[config.mk]
export PLATFORM = sky130hd
export DESIGN_NAME = swap_scheduler
export DESIGN_NICKNAME = d
export VERILOG_FILES = /design/src/rtl/swap_scheduler.sv
export SDC_FILE = /design/constraint.sdc
export NUM_CORES = 1
export LEC_CHECK = 0
export CORE_ASPECT_RATIO = 1.5
export CORE_MARGIN = 2
export CORE_UTILIZATION = 55
export CTS_CLUSTER_DIAMETER = 40
export DETAILED_ROUTE_END_ITERATION = 16
export PLACE_DENSITY = 0.79
export SKIP_CTS_REPAIR_TIMING = 1
export SYNTH_ARGS = -nofsm -noshare
export SYNTH_HDL_FRONTEND = slang
export SYNTH_SLANG_ARGS = --single-unit
export TNS_END_PERCENT = 5
[constraint.sdc]
create_clock -name clk -period 4 [get_ports clk]
set_input_delay 1.2 -clock clk [delete_from_list [all_inputs] [get_ports clk]]
set_output_delay 1.2 -clock clk [all_outputs]
set_load 0.02 [all_outputs]
[src/rtl/swap_scheduler.sv]
`default_nettype none
// ============================================================================
// Module      : swap_scheduler
// Description : Two-requester round-robin register-swap engine with a small
//               register file, direct load port and combinational read port.
// Revision    : 1.0 - initial release
// ============================================================================
module swap_scheduler #(
    parameter int DW   = 8,
    parameter int NREG = 4,
    localparam int AW  = (NREG > 1) ? $clog2(NREG) : 1
) (
    input  logic          clk,
    input  logic          rst_n,
    input  logic [1:0]    req_valid,
    output logic [1:0]    req_ready,
    input  logic [AW-1:0] req0_idx_a,
    input  logic [AW-1:0] req0_idx_b,
    input  logic [AW-1:0] req1_idx_a,
    input  logic [AW-1:0] req1_idx_b,
    input  logic          wr_en,
    input  logic [AW-1:0] wr_idx,
    input  logic [DW-1:0] wr_data,
    input  logic [AW-1:0] rd_idx,
    output logic [DW-1:0] rd_data,
    output logic          busy,
    output logic          done,
    output logic          done_id,
    output logic [7:0]    swap_count
);

    localparam logic [1:0] c_IDLE  = 2'd0;
    localparam logic [1:0] c_LATCH = 2'd1;
    localparam logic [1:0] c_WRITE = 2'd2;

    logic [1:0]    r_state;
    logic [DW-1:0] r_regs [NREG];
    logic [DW-1:0] r_tmp_a;
    logic [DW-1:0] r_tmp_b;
    logic [AW-1:0] r_idx_a;
    logic [AW-1:0] r_idx_b;
    logic          r_id;
    logic          r_last_grant;
    logic          r_done;
    logic          r_done_id;
    logic [7:0]    r_swap_count;

    logic [1:0]    w_grant;
    logic          w_handshake;
    logic          w_sel;

    // Grants are only offered in IDLE and never while reset is held.
    always_comb begin
        w_grant = 2'b00;
        if (rst_n && (r_state == c_IDLE)) begin
            case (req_valid)
                2'b01:   w_grant = 2'b01;
                2'b10:   w_grant = 2'b10;
                2'b11:   w_grant = r_last_grant ? 2'b01 : 2'b10;
                default: w_grant = 2'b00;
            endcase
        end
    end

    assign w_handshake = |(req_valid & w_grant);
    assign w_sel       = w_grant[1];

    always_ff @(posedge clk or negedge rst_n) begin
        if (!rst_n) begin
            r_state      <= c_IDLE;
            for (int i = 0; i < NREG; i++) begin
                r_regs[i] <= '0;
            end
            r_tmp_a      <= '0;
            r_tmp_b      <= '0;
            r_idx_a      <= '0;
            r_idx_b      <= '0;
            r_id         <= 1'b0;
            r_last_grant <= 1'b1;
            r_done       <= 1'b0;
            r_done_id    <= 1'b0;
            r_swap_count <= 8'd0;
        end else begin
            r_done <= 1'b0;
            case (r_state)
                c_IDLE: begin
                    if (wr_en) begin
                        r_regs[wr_idx] <= wr_data;
                    end
                    if (w_handshake) begin
                        r_idx_a      <= w_sel ? req1_idx_a : req0_idx_a;
                        r_idx_b      <= w_sel ? req1_idx_b : req0_idx_b;
                        r_id         <= w_sel;
                        r_last_grant <= w_sel;
                        r_state      <= c_LATCH;
                    end
                end
                c_LATCH: begin
                    r_tmp_a <= r_regs[r_idx_a];
                    r_tmp_b <= r_regs[r_idx_b];
                    r_state <= c_WRITE;
                end
                c_WRITE: begin
                    // With equal indices the second write restores the original value.
                    r_regs[r_idx_a] <= r_tmp_b;
                    r_regs[r_idx_b] <= r_tmp_a;
                    r_done          <= 1'b1;
                    r_done_id       <= r_id;
                    r_swap_count    <= r_swap_count + 8'd1;
                    r_state         <= c_IDLE;
                end
                default: begin
                    r_state <= c_IDLE;
                end
            endcase
        end
    end

    assign req_ready  = w_grant;
    assign rd_data    = r_regs[rd_idx];
    assign busy       = (r_state != c_IDLE);
    assign done       = r_done;
    assign done_id    = r_done_id;
    assign swap_count = r_swap_count;

endmodule
`default_nettype wire

==> key figures <==
Worst setup path
  • Critical Path RT: 2.80 ns
  • Arrival time worst endpoint: 2.71 ns
  • Worst stage delay on the critical path: 0.63 ns
  • CP cell instances: clkdlybuf4s50_1 > a21bo_2 > nor3_2 > clkdlybuf4s50_1
  • Critical path fanouts, max: 3
  • Top cell by count, worst path: clkdlybuf4s50_1
  • Critical path class: in2out
  • CP startpoint kind: input pin
  • Critical-path cell with the highest stage delay: clkdlybuf4s50_1
  • CP endpoint kind: primary output

Placed design
  • Post-DP Area: 0.00441 mm^2
  • Port bufs: 45
  • RePlAce Congestion: 0.872
  • Placed Cells incl. Taps: 416
  • Worst slack at placement: -0.146 ns
  • Detailed Place HPWL: 6.26 mm

Routing
  • Drt wl/cell: 22.9 um
  • Vias per cell: 7.08
  • Vias: 3057
  • WL met2: 4.97 mm
  • WL final: 9.90 mm
  • Remaining DRCs: 0
  • Detail Route Antenna Nets: 0
  • Drt pass-1 iters: 6
  • Max layer used: met4
  • WL met1: 3.68 mm
  • Drt first-iter violations: between 400 and 500
  • Met3 routed WL: 808 um

Synth
  • Post-Syn Area: 0.00387 mm^2
  • Netlist cell types: 47
  • EDFF count, synth: 0
  • Post-synthesis register bit count: 66
  • Area contributors post-synth: dfrtp_1, mux4_2, mux2_2
  • Top-count cell post-synth: dfrtp_1
  • Ys flop type: dfrtp_1
  • Top cell type's share of synthesized area: 0.420
  • Net count after synthesis: about 330
  • Share of synthesized registers carrying an async set or reset: 1.00
  • Mapped Cells: 302
  • Cell accounting for the most synthesized area: dfrtp_1
  • Commonest cells in the netlist: dfrtp_1, mux2_2, mux4_2
  • Yosys warnings: 0
  • Post-synthesis sequential area ratio: 0.427
  • Syn Area/Cell: about 13 um^2

Min path
  • Min-delay worst type: reg2reg

GRT
  • Vias in the first global route: 3111
  • Overflow after GRT: 0
  • GRT Util Overall: 0.278
  • Initial antenna violation count: 0
  • First-pass GRT wire length: about 16 mm
  • Largest net degree at the start of global routing: 67

CTS
  • Clock Latency Late Sink: 0.35 ns
  • Clk pin slew, worst setup/hold paths: about 0.07 ns
  • TritonCTS clock tree: yes
  • CTS Root Cell: clkbuf_8
  • Max clock buf depth: 2
  • Total CTS buffers: 9
  • Clk sinks: 66
  • CTS H-tree depth: 3

Run
  • Max Cap Viol: 0

Final layout
  • Final nets: 375
  • # diodes: 0
  • Layout area overhead: 20.1%
  • Post-route insts no fill: 432
  • Layout filler cell count: 516
  • Post-route cell area: 0.00465 mm^2
  • Layout cells sized above 1: 0.282

Die
  • Rows: 37
  • Chip Width: 72.5 um
  • Ports: 46
  • Core ar.: roughly 0.0069 mm^2
  • Initial core utilization: 0.565
  • Die height: ~110 um
  • Die Area: 0.00773 mm^2

Power and ir drop
  • Leakage power: 2.13 nW
  • Peak VDD IR: roughly 0.00031 V
  • PwrDens: about 540 mW/mm^2

Timing
  • Max Slew Vio Count: 0
  • Fin crit period: 3.91 ns
  • # setup viols final: 0
  • Fin worst setup slack: between 0.08 and 0.09 ns
  • Clock skew: between 0.01 and 0.015 ns
  • Worst slew pin tran: slightly below 1 ns
  • Max frequency: 256 MHz
  • Rel. slew slack: 0.337
  • Final Hold Fails: 0
  • Unrepaired setup endpoints after global routing: false
  • Final worst path period share: 0.978

Status
  • Status: completed
==> where the power goes <==
group	switching, mW	internal, mW	leakage (nW)
Combinational	0.321	0.439	1.14
Sequential	0.278	0.857	0.879
Clock	0.256	0.363	0.116
==> flip-flops by register name, summed over array words and instances, names as in the netlist <==
signal        cells
r_idx_b           2
r_tmp_b           8
r_regs           32
r_last_grant      1
r_tmp_a           8
r_state           2
done_id           1
swap_count        8
r_id              1
done              1
r_idx_a           2
==> stage by stage <==
stage / setup TNS, ns / power, mW / hold WS [ns] / util
6_report: 0 / 2.51 / 0.469 / 0.678
5_1_grt: 0 / 2.64 / 0.502 / 0.678
3_5_place_dp: -0.981 / 1.90 / 0.464 / 0.643
2_1_floorplan: 0 / 1.60 / 0.438 / -
3_3_place_gp: -0.890 / 1.86 / 0.455 / 0.643
4_1_cts: -0.997 / 2.53 / 0.476 / 0.675
==> critical path: cells and delay by family <==
| family | cells | cell delay [ns] |
|---|---|---|
| AO/OA/AOI/OAI | 1 | 0.24 |
| buffers and inverters | 2 | 1.10 |
| AND/OR/NAND/NOR | 1 | 0.18 |
==> final cells by class <==
class                      count  area, um^2  share of cell area
tap                           78        97.6              0.0210
timing repair buffer          57         583               0.125
clock buffer                  10         138              0.0296
sequential                    66        1650               0.356
inverter                      12        47.5              0.0102
clock inverter                 6        80.1              0.0172
multi-input combinational    203        2050               0.441
==> path summary, 6_finish.rpt <==
kind | to | start | slack [ns] | cells past startpoint
worst max-delay path | req_ready[1] | req_valid[1] | 0.09 | 4
worst min-delay path | swap_count[7]$_DFFE_PN0P_ | swap_count[7]$_DFFE_PN0P_ | 0.47 | 1
worst max register to register | r_regs[16]$_DFFE_PN0P_ | r_idx_b[0]$_DFFE_PN0P_ | 1.43 | 4
worst min register to register | swap_count[7]$_DFFE_PN0P_ | swap_count[7]$_DFFE_PN0P_ | 0.47 | 1
max in group asynchronous | r_regs[22]$_DFFE_PN0P_ | rst_n | 2.33 | 2
min in group asynchronous | r_regs[24]$_DFFE_PN0P_ | rst_n | 1.08 | 2
==> cells by family (layout without fill, tap and decap cells) <==
group           count (synthesis)  count (layout)  share of synthesized area
flops                          66              66                      0.427
buf+inv                        33              85                     0.0433
compound gates                 67              67                      0.144
mux                            64              64                      0.254
xor+xnor                        7               7                     0.0158
simple gates                   64              64                      0.113
fa+ha+maj                       1               1                    0.00323
==> cell usage in the layout, fill, tap and decap left out, types with 4 or more instances in the layout <==
master,Yosys,final
mux4_2,24,24
o22ai_1,4,4
o21ai_1,4,4
nor2_1,5,5
dfrtp_1,65,65
mux2i_1,8,8
a222oi_1,16,16
nor2b_1,6,6
clkbuf_8,0,10
clkinv_2,0,4
buf_4,2,10
mux2_2,32,32
inv_1,11,11
o21ai_0,11,11
a221o_1,16,16
o31ai_1,8,8
dlymetal6s2s_1,0,9
xnor2_1,5,5
and3_1,17,17
nand2_1,15,15
clkdlybuf4s50_1,0,35
==> per-layer routing <==
metal | track usage | vias to the layer above
met2 | 0.441 | 184
met4 | 0.153 | 0
met5 | 0 | -
li1 | - | 1304
met3 | 0.0573 | 40
met1 | 0.351 | 1529
No activity file was read; power rests on OpenSTA's default activity.
